[src/rtl/lcd_pkg.sv]
`default_nettype none
// ============================================================================
// Module      : lcd_pkg
// Description : Shared definitions for the HD44780 write sequencer.
//               - FSM state encoding (3-bit, IDLE = 0)
//               - Clear/home command constants
//               - FIFO entry width ({rs, data})
//               - Helper that classifies clear/home commands
// Revision    : 1.0 - initial release
// ============================================================================
package lcd_pkg;

    typedef enum logic [2:0] {
        ST_IDLE  = 3'd0,
        ST_SETUP = 3'd1,
        ST_PULSE = 3'd2,
        ST_HOLD  = 3'd3,
        ST_EXEC  = 3'd4
    } lcd_state_t;

    localparam logic [7:0] LCD_CMD_CLEAR     = 8'h01;
    localparam logic [7:0] LCD_CMD_HOME_MASK = 8'hFC;
    localparam int         LCD_ENTRY_W       = 9;

    // Clear (0x01) and the return-home encodings (0x02, 0x03) need the long
    // execution wait. They are command writes whose upper six bits are zero
    // and whose value is at least the clear code.
    function automatic logic is_long_cmd(input logic rs, input logic [7:0] data);
        return !rs && ((data & LCD_CMD_HOME_MASK) == 8'h00) && (data >= LCD_CMD_CLEAR);
    endfunction

endpackage
`default_nettype wire

[src/rtl/sync_fifo.sv]
`default_nettype none
// ============================================================================
// Module      : sync_fifo
// Description : Single-clock FIFO with asynchronous active-low reset.
//               Pointers carry one extra wrap bit so full and empty are
//               distinguished without a separate counter. A push on a full
//               FIFO is accepted only when a pop happens on the same edge.
// Ports       : clk_out, rst_n       - clock / async active-low reset
//               push, din            - write request and entry
//               pop, dout            - read request and head entry (show-ahead)
//               full, empty, level   - occupancy status
// Revision    : 1.0 - initial release
// ============================================================================
module sync_fifo #(
    parameter int DEPTH = 8,
    parameter int WIDTH = 9
) (
    input  logic                     clk_out,
    input  logic                     rst_n,
    input  logic                     push,
    input  logic                     pop,
    input  logic [WIDTH-1:0]         din,
    output logic [WIDTH-1:0]         dout,
    output logic                     full,
    output logic                     empty,
    output logic [$clog2(DEPTH):0]   level
);

    localparam int c_aw = $clog2(DEPTH);

    logic [WIDTH-1:0] r_mem [DEPTH];
    logic [c_aw:0]    r_wr_ptr;
    logic [c_aw:0]    r_rd_ptr;
    logic             w_do_pop;
    logic             w_do_push;

    assign empty = (r_wr_ptr == r_rd_ptr);
    assign full  = (r_wr_ptr[c_aw] != r_rd_ptr[c_aw]) &&
                   (r_wr_ptr[c_aw-1:0] == r_rd_ptr[c_aw-1:0]);
    assign level = r_wr_ptr - r_rd_ptr;
    assign dout  = r_mem[r_rd_ptr[c_aw-1:0]];

    assign w_do_pop  = pop && !empty;
    // When full, the write slot is the slot being popped, so a simultaneous
    // pop frees exactly the room the push needs.
    assign w_do_push = push && (!full || w_do_pop);

    always_ff @(posedge clk_out or negedge rst_n) begin
        if (!rst_n) begin
            r_wr_ptr <= '0;
            r_rd_ptr <= '0;
        end else begin
            if (w_do_push) begin
                r_wr_ptr <= r_wr_ptr + 1'b1;
            end
            if (w_do_pop) begin
                r_rd_ptr <= r_rd_ptr + 1'b1;
            end
        end
    end

    // Storage is not reset; flushing is done by resetting the pointers.
    always_ff @(posedge clk_out) begin
        if (w_do_push) begin
            r_mem[r_wr_ptr[c_aw-1:0]] <= din;
        end
    end

endmodule
`default_nettype wire

[src/rtl/lcd_write_sequencer.sv]
`default_nettype none
// ============================================================================
// Module      : lcd_write_sequencer
// Description : Buffers CPU byte writes and replays them onto an HD44780
//               8-bit bus with setup / enable pulse / hold / execution timing.
//               Clear and home commands get the long execution wait.
// Ports       : clk_out, rst_n           - clock / async active-low reset
//               wr_en, wr_rs, wr_data    - MMIO write strobe, rs, byte
//               lcd_data, lcd_rs, lcd_rw,
//               lcd_enable               - LCD pins (rw tied low)
//               busy                     - FIFO non-empty or FSM active
//               fifo_level               - FIFO occupancy
//               overflow                 - sticky dropped-write flag
//               drop_count               - saturating drop counter
//                                          (only with LCD_DROP_COUNT_EN)
// Options     : `define LCD_DROP_COUNT_EN adds the drop_count output.
// Revision    : 1.0 - initial release
// ============================================================================
module lcd_write_sequencer
    import lcd_pkg::*;
#(
    parameter int FIFO_DEPTH       = 8,
    parameter int SETUP_CYCLES     = 1,
    parameter int PULSE_CYCLES     = 2,
    parameter int HOLD_CYCLES      = 1,
    parameter int EXEC_CYCLES      = 4,
    parameter int LONG_EXEC_CYCLES = 40
) (
    input  logic                          clk_out,
    input  logic                          rst_n,
    input  logic                          wr_en,
    input  logic                          wr_rs,
    input  logic [7:0]                    wr_data,
    output logic [7:0]                    lcd_data,
    output logic                          lcd_rs,
    output logic                          lcd_rw,
    output logic                          lcd_enable,
    output logic                          busy,
    output logic [$clog2(FIFO_DEPTH):0]   fifo_level,
`ifdef LCD_DROP_COUNT_EN
    output logic [7:0]                    drop_count,
`endif
    output logic                          overflow
);

    // One down-counter serves every timed state, so it is sized for the
    // longest of the configured durations.
    localparam int c_max_a   = (SETUP_CYCLES > PULSE_CYCLES) ? SETUP_CYCLES : PULSE_CYCLES;
    localparam int c_max_b   = (HOLD_CYCLES > LONG_EXEC_CYCLES) ? HOLD_CYCLES : LONG_EXEC_CYCLES;
    localparam int c_max_cnt = (c_max_a > c_max_b) ? c_max_a : c_max_b;
    localparam int c_cnt_w   = (c_max_cnt > 1) ? $clog2(c_max_cnt) : 1;

    localparam logic [c_cnt_w-1:0] c_ld_setup = c_cnt_w'(SETUP_CYCLES - 1);
    localparam logic [c_cnt_w-1:0] c_ld_pulse = c_cnt_w'(PULSE_CYCLES - 1);
    localparam logic [c_cnt_w-1:0] c_ld_hold  = c_cnt_w'(HOLD_CYCLES - 1);
    localparam logic [c_cnt_w-1:0] c_ld_exec  = c_cnt_w'(EXEC_CYCLES - 1);
    localparam logic [c_cnt_w-1:0] c_ld_long  = c_cnt_w'(LONG_EXEC_CYCLES - 1);

    lcd_state_t                  r_state;
    lcd_state_t                  w_state_next;
    logic [c_cnt_w-1:0]          r_cnt;
    logic [c_cnt_w-1:0]          w_cnt_next;
    logic                        w_pop;
    logic                        r_enable;
    logic [7:0]                  r_data;
    logic                        r_rs;
    logic                        r_overflow;
    logic                        w_drop;

    logic [LCD_ENTRY_W-1:0]      w_fifo_din;
    logic [LCD_ENTRY_W-1:0]      w_fifo_dout;
    logic                        w_fifo_full;
    logic                        w_fifo_empty;
    logic [$clog2(FIFO_DEPTH):0] w_fifo_level;

    assign w_fifo_din = {wr_rs, wr_data};

    sync_fifo #(
        .DEPTH (FIFO_DEPTH),
        .WIDTH (LCD_ENTRY_W)
    ) u_fifo (
        .clk_out (clk_out),
        .rst_n   (rst_n),
        .push    (wr_en),
        .pop     (w_pop),
        .din     (w_fifo_din),
        .dout    (w_fifo_dout),
        .full    (w_fifo_full),
        .empty   (w_fifo_empty),
        .level   (w_fifo_level)
    );

    // A write is lost only when the FIFO is full and the sequencer is not
    // freeing a slot on the same edge.
    assign w_drop = wr_en && w_fifo_full && !w_pop;

    // ------------------------------------------------------------------
    // FSM: state and counter registers
    // ------------------------------------------------------------------
    always_ff @(posedge clk_out or negedge rst_n) begin
        if (!rst_n) begin
            r_state  <= ST_IDLE;
            r_cnt    <= '0;
            r_enable <= 1'b0;
        end else begin
            r_state  <= w_state_next;
            r_cnt    <= w_cnt_next;
            // Registered from the next state so the E pin is glitch-free.
            r_enable <= (w_state_next == ST_PULSE);
        end
    end

    // ------------------------------------------------------------------
    // FSM: next-state, counter reload and pop decision
    // ------------------------------------------------------------------
    always_comb begin
        w_state_next = r_state;
        w_cnt_next   = r_cnt;
        w_pop        = 1'b0;

        case (r_state)
            ST_IDLE: begin
                if (!w_fifo_empty) begin
                    w_pop        = 1'b1;
                    w_state_next = ST_SETUP;
                    w_cnt_next   = c_ld_setup;
                end
            end
            ST_SETUP: begin
                if (r_cnt == '0) begin
                    w_state_next = ST_PULSE;
                    w_cnt_next   = c_ld_pulse;
                end else begin
                    w_cnt_next = r_cnt - 1'b1;
                end
            end
            ST_PULSE: begin
                if (r_cnt == '0) begin
                    w_state_next = ST_HOLD;
                    w_cnt_next   = c_ld_hold;
                end else begin
                    w_cnt_next = r_cnt - 1'b1;
                end
            end
            ST_HOLD: begin
                if (r_cnt == '0) begin
                    w_state_next = ST_EXEC;
                    w_cnt_next   = is_long_cmd(r_rs, r_data) ? c_ld_long : c_ld_exec;
                end else begin
                    w_cnt_next = r_cnt - 1'b1;
                end
            end
            ST_EXEC: begin
                if (r_cnt == '0) begin
                    // Chain straight into the next byte to avoid an idle bubble.
                    if (!w_fifo_empty) begin
                        w_pop        = 1'b1;
                        w_state_next = ST_SETUP;
                        w_cnt_next   = c_ld_setup;
                    end else begin
                        w_state_next = ST_IDLE;
                        w_cnt_next   = '0;
                    end
                end else begin
                    w_cnt_next = r_cnt - 1'b1;
                end
            end
            default: begin
                w_state_next = ST_IDLE;
                w_cnt_next   = '0;
            end
        endcase
    end

    // ------------------------------------------------------------------
    // Bus latch: rs/data change only when a byte is popped
    // ------------------------------------------------------------------
    always_ff @(posedge clk_out or negedge rst_n) begin
        if (!rst_n) begin
            r_data <= 8'h00;
            r_rs   <= 1'b0;
        end else if (w_pop) begin
            r_rs   <= w_fifo_dout[8];
            r_data <= w_fifo_dout[7:0];
        end
    end

    always_ff @(posedge clk_out or negedge rst_n) begin
        if (!rst_n) begin
            r_overflow <= 1'b0;
        end else if (w_drop) begin
            r_overflow <= 1'b1;
        end
    end

`ifdef LCD_DROP_COUNT_EN
    logic [7:0] r_drop_count;

    always_ff @(posedge clk_out or negedge rst_n) begin
        if (!rst_n) begin
            r_drop_count <= 8'h00;
        end else if (w_drop && (r_drop_count != 8'hFF)) begin
            r_drop_count <= r_drop_count + 8'd1;
        end
    end

    assign drop_count = r_drop_count;
`endif

    assign lcd_data   = r_data;
    assign lcd_rs     = r_rs;
    assign lcd_rw     = 1'b0;
    assign lcd_enable = r_enable;
    assign busy       = !w_fifo_empty || (r_state != ST_IDLE);
    assign fifo_level = w_fifo_level;
    assign overflow   = r_overflow;

endmodule
`default_nettype wire

[config.mk]
export PLATFORM = sky130hd
export DESIGN_NAME = lcd_write_sequencer
export DESIGN_NICKNAME = d
export VERILOG_FILES = /design/src/rtl/lcd_pkg.sv /design/src/rtl/sync_fifo.sv /design/src/rtl/lcd_write_sequencer.sv
export SDC_FILE = /design/constraint.sdc
export NUM_CORES = 1
export LEC_CHECK = 0
export ABC_AREA = 1
export ABC_CLOCK_PERIOD_IN_PS = 4800
export CORE_ASPECT_RATIO = 1.1
export CORE_MARGIN = 3
export CORE_UTILIZATION = 63
export DETAILED_ROUTE_END_ITERATION = 6
export GPL_TIMING_DRIVEN = 0
export HOLD_SLACK_MARGIN = 0.02
export MAX_ROUTING_LAYER = met4
export PLACE_DENSITY_LB_ADDON = 0.2
export SLEW_MARGIN = 10
export SYNTH_ARGS = -nofsm -noshare
export SYNTH_HDL_FRONTEND = slang
export SYNTH_SLANG_ARGS = --single-unit
[constraint.sdc]
create_clock -name clk_out -period 4.8 [get_ports clk_out]
set_input_delay 0.96 -clock clk_out [delete_from_list [all_inputs] [get_ports clk_out]]
set_output_delay 0.96 -clock clk_out [all_outputs]
set_load 0.02 [all_outputs]
### After elaboration in Yosys (flattened, before gate mapping)

Memory sizes are Yosys's and may differ from the RTL's. A register that Yosys moved wholly into a read port is not among the register bits.
Index checks and enable logic that the tools add are counted.

| operators by class | value |
|---|---|
| $add $sub $neg | 4 |
| $lt $le $gt $ge | 1 |
| equal/unequal tests | 9 |
| muxes and demuxes | 18 |
| reductions and logical operators | 19 |

Operator list:

| cell | number |
|---|---|
| two-way mux 6 bit | 5 |
| one-hot mux 6 bit (4 select lines) | 1 |
| two-way mux 3 bit | 5 |
| one-hot mux 3 bit (5 select lines) | 1 |
| equality test 3 x 2 -> 1 bit (second input constant) | 3 |
| adder 4 x 1 -> 4 bit (second input constant) | 2 |
| greater-or-equal comparator 8 x 1 -> 1 bit (second input constant) | 1 |
| logical NOT 8 bit | 1 |
| logical AND 1 bit | 7 |
| logical NOT 6 bit | 1 |
| subtractor 6 x 1 -> 6 bit (second input constant) | 1 |
| logical NOT 1 bit | 5 |
| two-way mux 1 bit | 5 |
| equality test 4 bit | 1 |
| subtractor 4 bit | 1 |
| equality test 3 x 1 -> 1 bit (second input constant) | 1 |
| equality test 3 bit | 1 |
| equality test 3 bit (second input constant) | 1 |
| logical NOT 3 bit | 1 |
| nonzero test 3 bit | 1 |
| logical OR 1 bit | 2 |
| != test 2 bit (second input constant) | 1 |
| one-hot mux 1 bit (2 select lines) | 1 |
| OR reduction 2 bit | 1 |
| != test 1 bit | 1 |

| storage, ports and cells | value |
|---|---|
| register bits | 19 |
| memory bits (writable) | 72 |
| bits of input ports | 12 |
| output and inout port bits | 17 |
| memories | 1 |

Memory list:

| name | depth | bits a word | rd ports | clocked after memory_dff | write ports | line | text |
|---|---|---|---|---|---|---|---|
| u_fifo.r_mem | 8 | 9 | 1 | 1 | 1 | sync_fifo.sv:31 | `logic [WIDTH-1:0] r_mem [DEPTH];` |

### Depth between registers and ports, before layout

Gate-level depths: netlist of run 1.

| logic depth | value |
|---|---|
| depth after elaboration | 9 |
| mapped depth | 11 |
| gate-level depth less buffers | 10 |

### By module

Synthesis of run 1 repeated with hierarchy kept, for this count alone.

| unflattened totals | value |
|---|---|
| cell total of the unflattened synthesis | 467 |
| area total of the unflattened synthesis | 4,654.5 µm² |

By module, submodules not included:

| module | times used | cells each | area each (µm²) |
|---|---|---|---|
| sync_fifo | 1 | 329 | 3,545.9 |
| lcd_write_sequencer | 1 | 138 | 1,108.6 |

### Least setup slack after synthesis of run 1

Ideal clock, no wire load.

| timing | value |
|---|---|
| path kind | register to output |
| start point | register u_fifo.r_rd_ptr[2] |
| end point | output port fifo_level[3] |
| arrival | 1.601 ns |
| required time | 3.840 ns |
| setup slack | 2.239 ns |
| stages on the path, launching flop included | 7 |
| path buffers | 1 |
| cell sequence | dfrtp_1 -> inv_1 -> clkbuf_1 -> ha_1 -> a21oi_1 -> o21ai_0 -> xor2_1 |

| between the ends | value |
|---|---|
| longest elaborated chain between the ends | 1 |

Ends and longest elaborated chain:

| item | line | text |
|---|---|---|
| from (decl) | sync_fifo.sv:33 | `logic [c_aw:0] r_rd_ptr;` |
| from (signal assigned) | sync_fifo.sv:57 | `r_rd_ptr <= r_rd_ptr + 1'b1;` |
| subtractor 4 bit | sync_fifo.sv:40 | `assign level = r_wr_ptr - r_rd_ptr;` |
| to (decl) | lcd_write_sequencer.sv:39 | `output logic [$clog2(FIFO_DEPTH):0] fifo_level,` |

Every way passes these cells.

### Final worst setup path of run 1

| timing | value |
|---|---|
| start point | register u_fifo.r_rd_ptr[2] |
| end point | output port busy |

| between the ends | value |
|---|---|
| longest elaborated chain between the ends | 3 |

Ends and longest elaborated chain:

| item | line | text |
|---|---|---|
| equality test 4 bit | sync_fifo.sv:37 | `assign empty = (r_wr_ptr == r_rd_ptr);` |
| logical NOT 1 bit | lcd_write_sequencer.sv:214 | `assign busy = !w_fifo_empty \|\| (r_state != ST_IDLE);` |
| logical OR 1 bit | lcd_write_sequencer.sv:214 |  |
| to (decl) | lcd_write_sequencer.sv:38 | `output logic busy,` |

Every way passes these cells.

==> flow_summary.toml, run 1 <==
[clock_network]
cts-resized-gates = 0
cts.repair_timing.setup_buffer_count = 0
worstSkewPairLatency_ns = 0.36
holdBufCountCts = 0
cts_sinks = 100
path_clk_slew_ns = 0.09
clockBufferDepth = 2
cts_tree = "done"
cts_made_buffers = 9
ctsHtreeMaxLevel = 3
clock-root-buffer = "clkbuf_8"

[yosys]
synth_area_um2 = 4440
syn-instance-count = 434
ys_seq_elements = 100
synth.distinct_cells = 29
ys_warn_count = 0
syn_area_per_cell_um2 = 10.2
yosysSeqAreaShare_pct = 64.5
syn_nets = 454

[routing]
first_pass_iters = 5
drc = 0
wl_per_cell_um = 16.7
via_per_inst = 5.65
drt_wl_total_um = 9310
via_count = 3160
drt_iter0_markers = 264
ant_nets = 0

[global_routing]
grt_pass1_wl_um = 14800
antenna_found_initial = 0
overflow = 0
grtUsageTotal_pct = 25.4
grt_pass1_vias = 3112
grt_max_degree = 29

[sta]
drv_slew = 0
max_freq_ghz = 0.256
worst_hold_slack_ns = 0.493
relSlewSlack_pct = 31.6
setup_viol = 0
period_share_pct = 81.4
worst_pin_slew_ns = 1.02
skew_ns = 0.00963
post-route-min-period_ns = 3.91
fin_setup_tns_ns = 0
rsz0062_at_grt = "no"
final_hold_viol_count = 0

[worst_setup_path]
cp.required_ns = 3.84
end_kind = "primary output"
slowest_delay_ns = 0.57
startpoint_type = "flop"
crit_fanout = 10
cp_data_arrival_time_ns = 2.95
crit_type = "reg -> out"
worstPathCellList = "inv_1, clkbuf_1, ha_1, nand2_1, nor2_1, nand2_1, nor2_1, inv_1, clkdlybuf4s50_1"
critPathSlowestCell = "clkdlybuf4s50_1"

[layout]
fin_nets = 492
layout-drive-gt1-share_pct = 7.76
diodes = 0
multiInputGateArea_um2 = 1350
final_area_um2 = 5020
regArea_um2 = 2860
areaGrowthSynthToFinish_pct = 12.9
fillers = 464

[placed_design]
dp_hpwl_um = 6190
gp_congestion = 0.867
dpl_cell_area_um2 = 4810
io_buffer_count = 27

[floorplanning]
io_pins = 29
num_rows = 31
coreArea_um2 = 6710
dieArea_um2 = 8100
die_y_um = 94.1
die_x_um = 86.1
start_util_pct = 66.2

[flow_run]
max_cap_viol_count = 0

[outcome]
status = "completed"

[worst_hold_path]
hold_class = "reg -> reg"

[power_and_ir_drop]
leakagePower_nw = 2.07
powerDensity_nw_per_um2 = 673
ir_drop_uv = 321
==> critical path, delay by kind of cell (launching register included) <==
kind	cells	cell delay (ns)
fa+ha+maj	1	0.30
buf+inv	4	1.33
flops	1	0.41
simple gates	4	0.55
==> cell type report <==
cell class / count / share of cell area, %
multi-input cells: 282 / 27.0
inverters: 34 / 2.59
clock inverters: 7 / 1.65
flip-flops and latches: 100 / 57.1
well taps: 82 / 2.05
repair buffers: 27 / 5.29
clock buffers: 9 / 2.47
plain buffers: 18 / 1.90
==> kinds of logic (layout without fill, tap and decap cells) <==
group	count (synthesis)	after routing	share of synthesized area, %
and+or+nand+nor	240	240	23.5
DFF	100	100	64.5
buffers and inverters	52	95	5.07
AOI/OAI and AO/OA	26	26	3.10
adders and majority gates	8	8	2.42
xor gates and xnor gates	7	7	1.38
other	1	1	0.0844
==> synthesized netlist by cell type (all sizes together) <==
cell type | instances | area (µm²)
edfxtp | 72 | 2160
xor2 | 5 | 43.8
o21ai | 19 | 95.1
ha | 7 | 87.6
buf | 10 | 65.1
nor2 | 20 | 80.1
clkbuf | 8 | 30.0
inv | 34 | 130
dfrtp | 28 | 701
o211ai | 2 | 15.0
nor3 | 1 | 5.00
nand2 | 140 | 538
fa | 1 | 20.0
nand3 | 77 | 408
o21bai | 1 | 7.51
a21oi | 4 | 20.0
conb | 1 | 3.75
xnor2 | 2 | 17.5
nand4 | 2 | 12.5
==> worst paths after layout <==
kind	from	to	slack (ns)	depth (start not counted)
worst max-delay path	u_fifo.r_rd_ptr[2]$_DFFE_PN0P_	busy	0.89	9
worst min-delay path	overflow$_DFFE_PN0P_	overflow$_DFFE_PN0P_	0.49	1
worst max register to register	u_fifo.r_rd_ptr[1]$_DFFE_PN0P_	u_fifo.r_mem[4][1]$_DFFE_PP_	1.53	10
worst min register to register	overflow$_DFFE_PN0P_	overflow$_DFFE_PN0P_	0.49	1
max in group asynchronous	rst_n	u_fifo.r_rd_ptr[2]$_DFFE_PN0P_	3.78	1
min in group asynchronous	rst_n	r_cnt[1]$_DFFE_PN0P_	0.60	1
==> power breakdown <==
part | switching, W | total, W | internal [W]
clock | 0.000293 | 0.000542 | 0.000249
sequential | 0.000105 | 0.00123 | 0.00113
combinational | 0.00103 | 0.00160 | 0.000570
total | 0.00143 | 0.00338 | 0.00195
==> per-layer routing <==
metal,global-route usage (%),wire length [µm],up-vias
li1,-,-,1527
met4,14.9,303,0
met5,-,0,-
met1,30.0,3510,1464
met2,40.6,4740,140
met3,4.82,759,29
==> sequential cells by signal (all words and copies together), names as in the netlist <==
name	count
u_fifo.r_mem	72
lcd_data	8
r_cnt	6
u_fifo.r_rd_ptr	4
u_fifo.r_wr_ptr	4
r_state	3
lcd_enable	1
lcd_rs	1
overflow	1
==> cells in the final DEF (no fill, tap or decap), types with 2 or more instances in the layout <==
cell type        count
nand2_1            137
nand3_1             74
edfxtp_1            72
inv_1               32
dfrtp_1             28
clkdlybuf4s50_1     26
nor2_1              18
o21ai_0             18
clkbuf_8             9
buf_2                8
clkbuf_1             8
ha_1                 7
xor2_1               5
a21oi_1              4
nor2_2               2
nand3_2              2
nand2_2              2
o211ai_1             2
xnor2_1              2
buf_6                2
nand4_1              2
clkinv_4             2
inv_8                2
==> per-stage QoR <==
stage	util [%]	std cells	setup slack, ns	power [W]
5_1_grt	74.8	559	0.660	0.00361
3_3_place_gp	71.8	543	1.29	0.00280
4_1_cts	74.8	559	0.859	0.00338
6_report	74.8	559	0.892	0.00338
2_1_floorplan	-	434	2.24	0.00230
3_5_place_dp	71.7	543	1.26	0.00284
Note: power is estimated with default switching activity, not from simulation.
==> inputs of run 2 (changes only) <==
--- a/config.mk
+++ b/config.mk
@@ -6,10 +6,10 @@
 export NUM_CORES = 1
 export LEC_CHECK = 0
 export ABC_AREA = 1
-export ABC_CLOCK_PERIOD_IN_PS = 4800
+export ABC_CLOCK_PERIOD_IN_PS = 3650
 export CORE_ASPECT_RATIO = 1.1
 export CORE_MARGIN = 3
-export CORE_UTILIZATION = 63
+export CORE_UTILIZATION = 59
 export DETAILED_ROUTE_END_ITERATION = 6
 export GPL_TIMING_DRIVEN = 0
 export HOLD_SLACK_MARGIN = 0.02
==> constraint.sdc (replaced) <==
create_clock -name clk_out -period 3.65 [get_ports clk_out]
set_input_delay 0.73 -clock clk_out [delete_from_list [all_inputs] [get_ports clk_out]]
set_output_delay 0.73 -clock clk_out [all_outputs]
set_load 0.02 [all_outputs]
==> run 2 against run 1 <==
Core utilization is 4.6 points lower. Cell count rose by 0.18%. Largest power group unchanged. Non-clock buffer count decreased by 2. Combinational power grew 29%. Critical path depth decreased by 1. Clock skew rose by 0.0018 ns. Highest routed layer unchanged. Register-to-register slack worse by 0.76 ns. First-iteration DRC count down 12%. Worst setup slack worse by 0.66 ns. Sequential power rose by 32%.
==> flow_summary.toml, run 2 (synthesis gave the netlist of run 1 again) <==
[flow_run]
max_cap_viol_count = 0

[power_and_ir_drop]
powerDensity_nw_per_um2 = 886
p_sw_w = 0.00182
power.internal_w = 0.00264
combinationalPowerShare_pct = 46.2
ir_drop_uv = 391
p_clk_share_pct = 17.4
power_w = 0.00446
leakagePower_nw = 2.07
seq_power_share_pct = 36.3
swShare_pct = 40.8

[global_routing]
overflow = 0
grt_pass1_wl_um = 14700
grtUsageTotal_pct = 23.2
grt_pass1_vias = 3067
antenna_found_initial = 0
grt_max_degree = 29

[sta]
post-route-min-period_ns = 3.42
fin_setup_tns_ns = 0
skew_ns = 0.0115
relSlewSlack_pct = 37.6
setup_viol = 0
rsz0062_at_grt = "no"
drv_slew = 0
final_hold_viol_count = 0
period_share_pct = 93.7
max_freq_ghz = 0.292
worst_pin_slew_ns = 0.933

[placed_design]
io_buffer_count = 27
place_inst = 546
dp_hpwl_um = 6380
gp_congestion = 0.937

[routing]
ant_nets = 0
drt_iter0_markers = 233
via_count = 3060
drt_wl_total_um = 9030
via_per_inst = 5.46
wl_per_cell_um = 16.1
first_pass_iters = 4
drc = 0

[clock_network]
clockBufferDepth = 2
ctsHtreeMaxLevel = 3
worstSkewPairLatency_ns = 0.36
clock-root-buffer = "clkbuf_8"
cts.repair_timing.setup_buffer_count = 0
path_clk_slew_ns = 0.10
holdBufCountCts = 0
cts-resized-gates = 0
cts_sinks = 100
cts_made_buffers = 9
cts_tree = "done"

[floorplanning]
die_x_um = 88.7
dieArea_um2 = 8610
coreArea_um2 = 7170
die_y_um = 97
io_pins = 29
num_rows = 32
start_util_pct = 62.0

[layout]
layout.cells.non_filler = 560
fin_nets = 490
diodes = 0
layout_common_cells = "137 x nand2_1, 74 x nand3_1, 72 x edfxtp_1, 32 x inv_1, 28 x dfrtp_1"
largest_register_ffs = 72
final_common_cell = "nand2_1"
areaGrowthSynthToFinish_pct = 13.3
layout-drive-gt1-share_pct = 7.58
fillers = 547

[outcome]
status = "completed"

[worst_setup_path]
cp_data_arrival_time_ns = 2.69
crit_fanout = 11
crit_type = "reg -> out"
startpoint_type = "flop"
cp.required_ns = 2.92
end_kind = "primary output"

[worst_hold_path]
hold_class = "in -> async"
-- run 2: cell count changes in the layout (fill, tap and decap cells not counted), sizes merged --
cell / before / now
inv: 36 / 35
clkinv: 3 / 0
bufinv: 1 / 2
clkinvlp: 1 / 2
-- run 2: layout make-up --
| cell class | count | area (µm²) | share of cell area [%] |
|---|---|---|---|
| buffer | 16 | 87.6 | 1.74 |
| timing repair buffer | 27 | 265 | 5.27 |
| multi-input combinational | 282 | 1350 | 26.9 |
| clock inverter | 5 | 83.8 | 1.67 |
| tap | 85 | 106 | 2.11 |
| sequential | 100 | 2860 | 56.9 |
| clock buffer | 11 | 141 | 2.81 |
| inverter | 34 | 130 | 2.59 |
-- run 2: power by group through the flow --
stage	combinational, W	sequential, W	clock, W
3_3_place_gp	0.00201	0.00163	0
2_1_floorplan	0.00134	0.00168	0
4_1_cts	0.00208	0.00162	0.000781
5_1_grt	0.00232	0.00165	0.000826
3_5_place_dp	0.00207	0.00164	0
6_report	0.00206	0.00162	0.000777
-- run 2: metrics by stage --
step / utilization [%] / area [µm²] / setup WS, ns / hold slack [ns]
floorplan: - / 4440 / 1.23 / 0.434
global placement: 67.2 / 4820 / 0.468 / 0.465
detailed placement: 67.2 / 4820 / 0.461 / 0.478
CTS: 70.4 / 5040 / 0.0655 / 0.505
global route: 70.2 / 5030 / 0.0734 / 0.431
finish: 70.2 / 5030 / 0.231 / 0.373
-- run 2: per-layer routing --
metal	vias up	wire length (µm)	GRT usage [%]	part of all wire, %
li1	1520	-	-	-
met1	1444	3810	30.1	42
met2	89	4670	37.3	52
met3	7	480	3.83	5.3
met4	0	68	7.21	0.75
met5	-	0	-	0
-- run 2: path summary, 6_finish.rpt --
check                                          startpoint                      endpoint  slack, ns  cells past startpoint
max reg2reg                u_fifo.r_rd_ptr[1]$_DFFE_PN0P_  u_fifo.r_mem[1][6]$_DFFE_PP_       0.77                      9
min reg2reg                          overflow$_DFFE_PN0P_          overflow$_DFFE_PN0P_       0.51                      1
max                        u_fifo.r_rd_ptr[1]$_DFFE_PN0P_                          busy       0.23                      8
min in group clk_out                 overflow$_DFFE_PN0P_          overflow$_DFFE_PN0P_       0.51                      1
max in group asynchronous                           rst_n          r_cnt[5]$_DFFE_PN0P_       2.86                      1
min                                                 rst_n       lcd_data[5]$_DFFE_PN0N_       0.37                      1
-- run 2: worst max-delay path, stage by stage, from the launching register on --
cell,delay [ns]
dfrtp_1,0.44
inv_1,0.24
ha_1,0.36
nand2_1,0.07
nor2_1,0.09
nand2_1,0.11
nor2_1,0.27
inv_1,0.18
clkdlybuf4s50_1,0.57
==> inputs of run 3 (changes only) <==
--- a/config.mk
+++ b/config.mk
@@ -7,12 +7,13 @@
 export LEC_CHECK = 0
 export ABC_AREA = 1
 export ABC_CLOCK_PERIOD_IN_PS = 3650
+export CAP_MARGIN = 20
 export CORE_ASPECT_RATIO = 1.1
 export CORE_MARGIN = 3
 export CORE_UTILIZATION = 59
 export DETAILED_ROUTE_END_ITERATION = 6
 export GPL_TIMING_DRIVEN = 0
-export HOLD_SLACK_MARGIN = 0.02
+export HOLD_SLACK_MARGIN = 0.15
 export MAX_ROUTING_LAYER = met4
 export PLACE_DENSITY_LB_ADDON = 0.2
 export SLEW_MARGIN = 10
==> run 3 against run 2 <==
Critical endpoint unchanged. Global-route usage grew 0.31 points. Cell area is essentially flat. Critical path depth is the same. Highest routed layer unchanged. Clock-buffer cell count is the same.
==> flow_summary.toml, run 3 (synthesis gave the netlist of run 1 again) <==
[outcome]
status = "completed"

[global_routing]
overflow = 0
grt_pass1_wl_um = 14800
grt_pass1_vias = 3110
grtUsageTotal_pct = 23.5
grt_max_degree = 17
antenna_found_initial = 0

[worst_setup_path]
cp_num_buf_inv = 3
critPathSlowestCell = "clkdlybuf4s50_1"
crit_type = "reg -> out"
reg2reg_slack_ns = 0.76
end_kind = "primary output"
reg2reg_from = "u_fifo.r_rd_ptr[1]$_DFFE_PN0P_"
worstPathCellList = "inv_1, ha_1, nand2_1, nor2_1, nand2_1, nor2_1, inv_1, clkdlybuf4s50_1"
crit_fanout = 11
path_delay_family = "buffers and inverters"
cp.depth = 8
worst_r2r_endpoint = "u_fifo.r_mem[1][6]$_DFFE_PP_"
reg2reg_depth = 9
cp_data_arrival_time_ns = 2.70
slowest_delay_ns = 0.58
cp.required_ns = 2.92
startpoint_type = "flop"

[sta]
relSlewSlack_pct = 39.2
fin_setup_tns_ns = 0
final_hold_viol_count = 0
drv_slew = 0
worst_pin_slew_ns = 0.908
skew_ns = 0.0105
worst_slack_ns = 0.216
post-route-min-period_ns = 3.43
rsz0062_at_grt = "no"
setup_viol = 0
max_freq_ghz = 0.291
period_share_pct = 94.1

[worst_hold_path]
holdPathEnd = "overflow$_DFFE_PN0P_"
hp-start = "overflow$_DFFE_PN0P_"
min_path_cells = 1
hold_class = "reg -> reg"

[power_and_ir_drop]
swShare_pct = 41.5
seq_power_share_pct = 36.9
p_clk_share_pct = 16.2
combinationalPowerShare_pct = 47.0
powerDensity_nw_per_um2 = 873
leakagePower_nw = 2.06
p_sw_w = 0.00182
power_w = 0.00439
power.internal_w = 0.00257
ir_drop_uv = 362

[clock_network]
clockBufferDepth = 2
worstSkewPairLatency_ns = 0.37
ctsHtreeMaxLevel = 3
cts_made_buffers = 9
clock-root-buffer = "clkbuf_8"
cts-resized-gates = 0
cts.repair_timing.setup_buffer_count = 0
holdBufCountCts = 0
cts_sinks = 100
cts_tree = "done"
path_clk_slew_ns = 0.09

[floorplanning]
die_x_um = 88.7
io_pins = 29
coreArea_um2 = 7170
start_util_pct = 62.0
die_y_um = 97
dieArea_um2 = 8610
num_rows = 32

[routing]
ant_nets = 0
wl_per_cell_um = 16.1
met3WireLength_um = 480
via_per_inst = 5.61
drt-met1-wl_um = 3800
first_pass_iters = 5
via_count = 3146
drt_wl_total_um = 9030
route.met2.wl_um = 4620
top_layer_used = "met4"
drc = 0
drt_iter0_markers = 194

[layout]
final_common_cell = "nand2_1"
areaGrowthSynthToFinish_pct = 13.2
fillers = 528
final_area_um2 = 5030
largest_register_ffs = 72
final_core_util_pct = 70.2
fin_nets = 491
layout_common_cells = "137 x nand2_1, 74 x nand3_1, 72 x edfxtp_1, 32 x inv_1, 28 x dfrtp_1"
layout-drive-gt1-share_pct = 7.56
diodes = 0

[flow_run]
max_cap_viol_count = 0

[placed_design]
dp_hpwl_um = 6400
gp_congestion = 0.937
dpl_cell_area_um2 = 4830
io_buffer_count = 27
place_ws_ns = 0.449
## run 3: cell count changes in the layout (fill, tap and decap cells not counted), sizes merged
cell / previous run / this run
bufinv: 2 / 1
clkdlybuf4s50: 26 / 27
clkinv: 0 / 1
clkinvlp: 2 / 3
inv: 35 / 34
## run 3: per-layer routing
metal	up-vias	track usage [%]
li1	1526	-
met1	1500	29.3
met5	-	-
met2	107	38.3
met4	0	6.16
met3	13	5.54
## run 3: how the worst max path moves through the flow
stage | start | end | slack, ns
floorplan | u_fifo.r_rd_ptr[2]$_DFFE_PN0P_ | u_fifo.r_mem[2][0]$_DFFE_PP_ | 1.23
global placement | u_fifo.r_rd_ptr[2]$_DFFE_PN0P_ | busy | 0.47
detailed placement | u_fifo.r_rd_ptr[2]$_DFFE_PN0P_ | busy | 0.45
CTS | u_fifo.r_rd_ptr[2]$_DFFE_PN0P_ | busy | 0.04
global route | u_fifo.r_rd_ptr[1]$_DFFE_PN0P_ | busy | 0.08
finish | u_fifo.r_rd_ptr[1]$_DFFE_PN0P_ | busy | 0.22
## run 3: power by group through the flow
| stage | clock network, W | registers (W) | logic, W |
|---|---|---|---|
| after floorplan | 0 | 0.00168 | 0.00134 |
| after global placement | 0 | 0.00163 | 0.00201 |
| after detailed placement | 0 | 0.00164 | 0.00207 |
| after CTS | 0.000715 | 0.00162 | 0.00208 |
| after global routing | 0.000763 | 0.00164 | 0.00232 |
| final | 0.000709 | 0.00162 | 0.00206 |
## run 3: final cells by class
type                            instances  area (µm²)  area share [%]
Sequential cell                       100        2860            56.9
Clock inverter                          5        61.3            1.22
Timing Repair Buffer                   28         285            5.67
Clock buffer                           11         141            2.81
Multi-Input combinational cell        282        1350            26.9
Inverter                               34         130            2.59
Tap cell                               85         106            2.11
Buffer                                 16        87.6            1.74
## run 3: stage by stage
step	hold WS, ns	cells
3_3_place_gp	0.465	546
4_1_cts	0.495	563
3_5_place_dp	0.470	547
6_report	0.492	561
5_1_grt	0.524	561
2_1_floorplan	0.434	434
## run 3: worst reg2reg max path, cell delays in order (launching register included)
cell and delay [ns]:
dfrtp_1 0.45, inv_1 0.36, ha_1 0.31, nand2_1 0.09, nor2_1 0.05, nand2_1 0.14, nand3_4 0.14, nand2_2 0.17
nand2_4 0.10, nor2_1 0.71
